===== src/rtl/alu_issue_controller_if.sv =====
// Issue/writeback bus between alu_issue_controller and its environment.
// master = controller side, slave = instruction source, regfile and ALU.
interface alu_issue_controller_if #(
   parameter int DATA_W = 32,
   parameter int REG_AW = 5,
   parameter int CNT_W  = 16
);
   logic              instr_valid;
   logic [31:0]       instr;
   logic              instr_ready;
   logic [REG_AW-1:0] rf_rs_addr;
   logic [REG_AW-1:0] rf_rt_addr;
   logic [DATA_W-1:0] rf_rs_data;
   logic [DATA_W-1:0] rf_rt_data;
   logic [5:0]        alu_funct;
   logic [DATA_W-1:0] alu_rs;
   logic [DATA_W-1:0] alu_rt;
   logic [DATA_W-1:0] alu_imm;
   logic [DATA_W-1:0] alu_result;
   logic              rf_we;
   logic [REG_AW-1:0] rf_wa;
   logic [DATA_W-1:0] rf_wd;
   logic              illegal;
   logic [CNT_W-1:0]  retired;

   modport master (
      input  instr_valid, instr,
      output instr_ready,
      output rf_rs_addr, rf_rt_addr,
      input  rf_rs_data, rf_rt_data,
      output alu_funct, alu_rs, alu_rt, alu_imm,
      input  alu_result,
      output rf_we, rf_wa, rf_wd,
      output illegal, retired
   );

   modport slave (
      output instr_valid, instr,
      input  instr_ready,
      input  rf_rs_addr, rf_rt_addr,
      output rf_rs_data, rf_rt_data,
      input  alu_funct, alu_rs, alu_rt, alu_imm,
      output alu_result,
      input  rf_we, rf_wa, rf_wd,
      input  illegal, retired
   );
endinterface


===== src/rtl/alu_issue_controller.sv =====
// Four-state issue/writeback sequencer in front of the ALU.
// ALU_DIVZERO_TRAP_EN: reject DIV whose second operand is zero.
module alu_issue_controller #(
   parameter int DATA_W = 32,
   parameter int REG_AW = 5,
   parameter int CNT_W  = 16
) (
   input  logic                   clock,
   input  logic                   reset_n,
   alu_issue_controller_if.master bus
);

   localparam logic [5:0] F_ADDI = 6'd1;
   localparam logic [5:0] F_SUBI = 6'd3;
   localparam logic [5:0] F_ANDI = 6'd5;
   localparam logic [5:0] F_ORI  = 6'd7;
   localparam logic [5:0] F_DIV  = 6'd18;
   localparam logic [5:0] F_LAST = 6'd18;

   typedef enum logic [1:0] {
      IDLE,
      READ,
      EXEC,
      WB
   } state_t;

   state_t state_q;
   state_t state_d;

   logic [31:0]       instr_q;
   logic              ready_q;
   logic [5:0]        funct_q;
   logic [DATA_W-1:0] rs_q;
   logic [DATA_W-1:0] rt_q;
   logic [DATA_W-1:0] imm_q;
   logic              we_q;
   logic [REG_AW-1:0] wa_q;
   logic [DATA_W-1:0] wd_q;
   logic              ill_q;
   logic [CNT_W-1:0]  ret_q;

   logic [5:0]        funct;
   logic              hs;
   logic              imm_form;
   logic              bad_funct;
   logic              div_zero;
   logic              reject;
   logic              wr_en;
   logic [REG_AW-1:0] dest;
   logic [DATA_W-1:0] imm_ext;

   assign funct   = instr_q[31:26];
   assign hs      = (state_q == IDLE) && ready_q && bus.instr_valid;
   assign imm_ext = {{(DATA_W-16){instr_q[15]}}, instr_q[15:0]};

   always_comb begin
      imm_form  = 1'b0;
      bad_funct = 1'b0;
      unique case (1'b1)
         (funct > F_LAST): bad_funct = 1'b1;
         (funct inside {F_ADDI, F_SUBI, F_ANDI, F_ORI}): imm_form = 1'b1;
         default: ;
      endcase
   end

`ifdef ALU_DIVZERO_TRAP_EN
   assign div_zero = (funct == F_DIV) && (rt_q == '0);
`else
   assign div_zero = 1'b0;
`endif

   assign dest   = imm_form ? REG_AW'(instr_q[20:16])
                            : REG_AW'(instr_q[15:11]);
   assign reject = bad_funct || div_zero;
   // r0 is hardwired: suppressed, but not an error
   assign wr_en  = !reject && (dest != '0);

   always_comb begin
      state_d = state_q;
      unique case (state_q)
         IDLE: if (hs) state_d = READ;
         READ: state_d = EXEC;
         EXEC: state_d = WB;
         WB:   state_d = IDLE;
         default: state_d = IDLE;
      endcase
   end

   always_ff @(posedge clock or negedge reset_n) begin
      if (!reset_n) begin
         state_q <= IDLE;
         instr_q <= '0;
         ready_q <= 1'b0;
         funct_q <= '0;
         rs_q    <= '0;
         rt_q    <= '0;
         imm_q   <= '0;
         we_q    <= 1'b0;
         wa_q    <= '0;
         wd_q    <= '0;
         ill_q   <= 1'b0;
         ret_q   <= '0;
      end else begin
         state_q <= state_d;
         ready_q <= (state_d == IDLE);
         we_q    <= 1'b0;
         ill_q   <= 1'b0;
         if (hs) begin
            instr_q <= bus.instr;
         end
         if (state_q == READ) begin
            rs_q    <= bus.rf_rs_data;
            rt_q    <= bus.rf_rt_data;
            funct_q <= funct;
            imm_q   <= imm_ext;
         end
         // strobes and counter move together so retired is current in WB
         if (state_q == EXEC) begin
            we_q  <= wr_en;
            ill_q <= reject;
            wa_q  <= dest;
            wd_q  <= bus.alu_result;
            if (wr_en) begin
               ret_q <= ret_q + CNT_W'(1);
            end
         end
      end
   end

   assign bus.instr_ready = ready_q;
   assign bus.rf_rs_addr  = REG_AW'(instr_q[25:21]);
   assign bus.rf_rt_addr  = REG_AW'(instr_q[20:16]);
   assign bus.alu_funct   = funct_q;
   assign bus.alu_rs      = rs_q;
   assign bus.alu_rt      = rt_q;
   assign bus.alu_imm     = imm_q;
   assign bus.rf_we       = we_q;
   assign bus.rf_wa       = wa_q;
   assign bus.rf_wd       = wd_q;
   assign bus.illegal     = ill_q;
   assign bus.retired     = ret_q;

endmodule


===== src/flat_wrapper.sv =====
// flat-port wrapper written by rule: the top's interface ports become plain ports
module alu_issue_controller_flat 
#(
   parameter int DATA_W = 32,
   parameter int REG_AW = 5,
   parameter int CNT_W  = 16
)
  (clock, reset_n, bus_instr_valid, bus_instr, bus_instr_ready, bus_rf_rs_addr, bus_rf_rt_addr, bus_rf_rs_data, bus_rf_rt_data, bus_alu_funct, bus_alu_rs, bus_alu_rt, bus_alu_imm, bus_alu_result, bus_rf_we, bus_rf_wa, bus_rf_wd, bus_illegal, bus_retired);
  alu_issue_controller_if #(.DATA_W(DATA_W), .REG_AW(REG_AW), .CNT_W(CNT_W)) bus_i ();
  input  logic clock;
  input  logic reset_n;
  input wire logic [$bits(bus_i.instr_valid)-1:0] bus_instr_valid;
  input wire logic [$bits(bus_i.instr)-1:0] bus_instr;
  output wire logic [$bits(bus_i.instr_ready)-1:0] bus_instr_ready;
  output wire logic [$bits(bus_i.rf_rs_addr)-1:0] bus_rf_rs_addr;
  output wire logic [$bits(bus_i.rf_rt_addr)-1:0] bus_rf_rt_addr;
  input wire logic [$bits(bus_i.rf_rs_data)-1:0] bus_rf_rs_data;
  input wire logic [$bits(bus_i.rf_rt_data)-1:0] bus_rf_rt_data;
  output wire logic [$bits(bus_i.alu_funct)-1:0] bus_alu_funct;
  output wire logic [$bits(bus_i.alu_rs)-1:0] bus_alu_rs;
  output wire logic [$bits(bus_i.alu_rt)-1:0] bus_alu_rt;
  output wire logic [$bits(bus_i.alu_imm)-1:0] bus_alu_imm;
  input wire logic [$bits(bus_i.alu_result)-1:0] bus_alu_result;
  output wire logic [$bits(bus_i.rf_we)-1:0] bus_rf_we;
  output wire logic [$bits(bus_i.rf_wa)-1:0] bus_rf_wa;
  output wire logic [$bits(bus_i.rf_wd)-1:0] bus_rf_wd;
  output wire logic [$bits(bus_i.illegal)-1:0] bus_illegal;
  output wire logic [$bits(bus_i.retired)-1:0] bus_retired;
  assign bus_i.instr_valid = bus_instr_valid;
  assign bus_i.instr = bus_instr;
  assign bus_instr_ready = bus_i.instr_ready;
  assign bus_rf_rs_addr = bus_i.rf_rs_addr;
  assign bus_rf_rt_addr = bus_i.rf_rt_addr;
  assign bus_i.rf_rs_data = bus_rf_rs_data;
  assign bus_i.rf_rt_data = bus_rf_rt_data;
  assign bus_alu_funct = bus_i.alu_funct;
  assign bus_alu_rs = bus_i.alu_rs;
  assign bus_alu_rt = bus_i.alu_rt;
  assign bus_alu_imm = bus_i.alu_imm;
  assign bus_i.alu_result = bus_alu_result;
  assign bus_rf_we = bus_i.rf_we;
  assign bus_rf_wa = bus_i.rf_wa;
  assign bus_rf_wd = bus_i.rf_wd;
  assign bus_illegal = bus_i.illegal;
  assign bus_retired = bus_i.retired;
  alu_issue_controller #(.DATA_W(DATA_W), .REG_AW(REG_AW), .CNT_W(CNT_W)) u_core (.clock(clock), .reset_n(reset_n), .bus(bus_i));
endmodule

===== config.mk =====
export PLATFORM = sky130hd
export DESIGN_NAME = alu_issue_controller_flat
export DESIGN_NICKNAME = d
export VERILOG_FILES = /design/src/rtl/alu_issue_controller_if.sv /design/src/rtl/alu_issue_controller.sv /design/src/flat_wrapper.sv
export SDC_FILE = /design/constraint.sdc
export NUM_CORES = 1
export LEC_CHECK = 0
export ABC_AREA = 1
export BUFFER_PORTS_ARGS = -buffer_cell sky130_fd_sc_hd__buf_2
export CORE_UTILIZATION = 40
export CTS_CLUSTER_SIZE = 20
export DETAILED_ROUTE_END_ITERATION = 8
export HOLD_SLACK_MARGIN = 0.1
export PLACE_DENSITY = 0.71
export SETUP_SLACK_MARGIN = 0.2
export SYNTH_ARGS = -nofsm -noshare
export SYNTH_HDL_FRONTEND = slang
export SYNTH_SLANG_ARGS = --single-unit

===== constraint.sdc =====
create_clock -name clock -period 2.25 [get_ports clock]
set_input_delay 0.45 -clock clock [delete_from_list [all_inputs] [get_ports clock]]
set_output_delay 0.45 -clock clock [all_outputs]
set_load 0.02 [all_outputs]

==> reports/results.txt <==
buffer depth of the longest clock path: 2
Buf/Inv on CP: 1
Post-synth EDFFs: 0
setup tns final: 0 ns
clk sinks: 176
FF-to-FF Start: u_core.instr_q[29]$_DFFE_PN0P_
CP arrival: 1.41 ns
RePlAce Congestion: 0.817
IR Drop Worst-Case VDD: 726 uV
max-cap viol count: 0
Cell variety after synth: 25
DP Area: 8860 sq um
Initial DRC Count: 291
kind of critical path: reg2out
layout net count: 1,044
RSZ-0062 raised after global routing: no
boundary pin count: 299
Die Width: 136 um
Setup violations, final: 0
CTS tree: yes
FMAX: 0.537 GHz
DRT antenna net count: 0
Syn-to-layout area delta: 30.8%
Post-Synthesis Cells: 633
final HPWL from detailed placement: 12,200 um
Worst Setup EP: bus_alu_imm[17]
DR vias/cell: 4.60
Synth Cell Area: 7230 sq um
synthesized flop and latch total: 176
Post-Syn Nets: 768
cts repair resizes: 0
row count: 48
top cell type's share of synthesized area: 60.9%
total chip power: 14,900 uW
Overall Global Routing Usage: 18.6%
first-pass GRT wire length: 26,500 um
# DRC: 0
Avg Cell Area, Syn: 11.4 sq um
most frequent cell after synthesis: dfrtp_1
Clock Skews: 0.00907 ns
final instance area: 9450 sq um
clock slew at reported path FFs: 0.07 ns
top post-synthesis cells by area: dfrtp_1 (61%), mux2_2 (16%), nand2_1 (8.4%), buf_4 (2.8%), nand3_1 (2.1%)
clock latency at the later pin of the worst-skew pair: 0.41 ns
Post-synth top cells: dfrtp_1 (176), nand2_1 (162), mux2_2 (100), nor2_1 (34), nand3_1 (31)
Lkg Pwr: 0.00489 uW
measured slew at the worst slew-check pin: 0.594 ns
Largest stage delay, worst path: 0.72 ns
post-route insts no fill: 1,147
DRT Wirelength: 16,600 um
worst r2r dst: u_core.bus.retired[13]$_DFFE_PN0P_
Seq/Total Area, Yosys: 60.9%
Ys Warns: 0
status: completed
initial antenna violation count: 1
Req. time, crit path: 1.80 ns
Worst path depth: 1
via count: 5,276
min Tclk post-route: 1.86 ns
Synth async-reset ratio: 100%
placed cells: 1,114
nature of the critical path endpoint: output port
Pre-antenna DRT Iters: 6
Routed WL per cell: 14.5 um
Worst path slowest cell: dfrtp_1
slack of the critical path: 0.388 ns
worst-path fanout max: 18
reg2reg path depth: 7
H-tree levels: 4
core area: 17,500 sq um
Die Span Y: 136 um
Slew HR: 60.4%
period utilization: 82.7%
critical path launch point: u_core.bus.alu_imm[15]$_DFFE_PN0N_
Starting Density: 41.4%
Slew Viols, Final: 0
Die ar.: 18,600 sq um
pre-CTS setup slack: 0.571 ns
largest net degree at the start of global routing: 50
share of layout cells above drive strength 1: 48.5%
post-synth top area cell: dfrtp_1
Power Density: 1580 nW/um^2
Root Driver: clkbuf_16
input/output buffers: 298
Hold Vio Cnt, Final: 0
vias in the first global route: 5,191
Setup crit start kind: flip-flop
clock buffer count from CTS: 17
critical path cell sequence: buf_2
GRT Residual Overflow: 0
top_reg_cell synth: dfrtp_1
CP delay by family, top: flip-flops
R2R Setup Slk: 0.57 ns
Hold WC Path Type: in2reg
## registers in the layout (all words and copies together), names as in the netlist
register	cells
u_core.bus.rf_wa	5
u_core.bus.rf_wd	32
u_core.bus.illegal	1
u_core.bus.alu_imm	16
u_core.bus.retired	16
u_core.bus.alu_rs	32
u_core.bus.alu_funct	6
u_core.bus.alu_rt	32
u_core.instr_q	32
u_core.bus.instr_ready	1
u_core.state_q	2
u_core.bus.rf_we	1
## placed cells by master, fill, tap and decap left out, drive strengths merged, types with 3 or more instances in the layout
cell type,count
ha,4
o21ai,8
nand2,165
nor2,36
clkinv,3
clkinvlp,4
buf,307
xor2,7
nand3,31
clkbuf,20
mux2,100
a21oi,18
xnor2,4
dfrtp,176
inv,29
## worst min path at each step
stage,start,endpoint,cells past startpoint
6_report,bus_alu_result[0],u_core.bus.rf_wd[0]$_DFFE_PN0P_,3
5_1_grt,bus_alu_result[20],u_core.bus.rf_wd[20]$_DFFE_PN0P_,3
4_1_cts,bus_alu_result[19],u_core.bus.rf_wd[19]$_DFFE_PN0P_,3
3_5_place_dp,reset_n,u_core.instr_q[0]$_DFFE_PN0P_,1
3_3_place_gp,reset_n,u_core.instr_q[0]$_DFFE_PN0P_,1
2_1_floorplan,reset_n,u_core.bus.alu_funct[0]$_DFFE_PN0N_,0
## per-layer routing
| metal | GRT usage, % | vias to the layer above | part of all wire [%] |
|---|---|---|---|
| met5 | 0 | - | 0.078 |
| met4 | 6.23 | 2 | 1.7 |
| met1 | 23.4 | 2496 | 43 |
| met2 | 30.2 | 180 | 49 |
| li1 | - | 2580 | - |
| met3 | 5.89 | 18 | 7.1 |
## power by group
group	leakage (uW)	total [uW]	switching (uW)	internal, uW
clock network	0.000271	2910	1230	1680
registers	0.00211	5430	780	4650
logic	0.00251	6550	3950	2600
total	0.00489	14900	5970	8930
## cells by family (layout without fill, tap and decap cells)
kind of cell	Yosys count	in the layout	synth area share, %
xor gates and xnor gates	11	11	1.33
AOI/OAI and AO/OA	28	28	2.30
adders and majority gates	4	4	0.693
buffers and inverters	78	366	5.80
and+or+nand+nor	236	236	13.3
muxes	100	100	15.6
other	0	1	0
DFF	176	176	60.9
## final cells by class
type                       instances  area [sq um]
antenna                            1          2.50
tap                              225           282
multi-input combinational        379          2420
fill                            1561          8020
inverter                          27           101
clock buffer                      20           447
timing repair buffer             308          1660
sequential                       176          4400
clock inverter                    11           133
## repair_timing
item | CTS | global route
endpoints found under the hold margin | 45 | 0
setup buffers | 0 | 0
hold buffers | 1 | 0
setup endpoints to repair | 0 | 0
## per-stage QoR
step	utilization, %	hold WS (ns)
after CTS	54.1	0.210
after detailed placement	50.7	0.429
after global routing	54.1	0.215
final	54.1	0.233
after floorplan	-	0.154
after global placement	50.7	0.427
No activity file was read; power rests on OpenSTA's default activity.
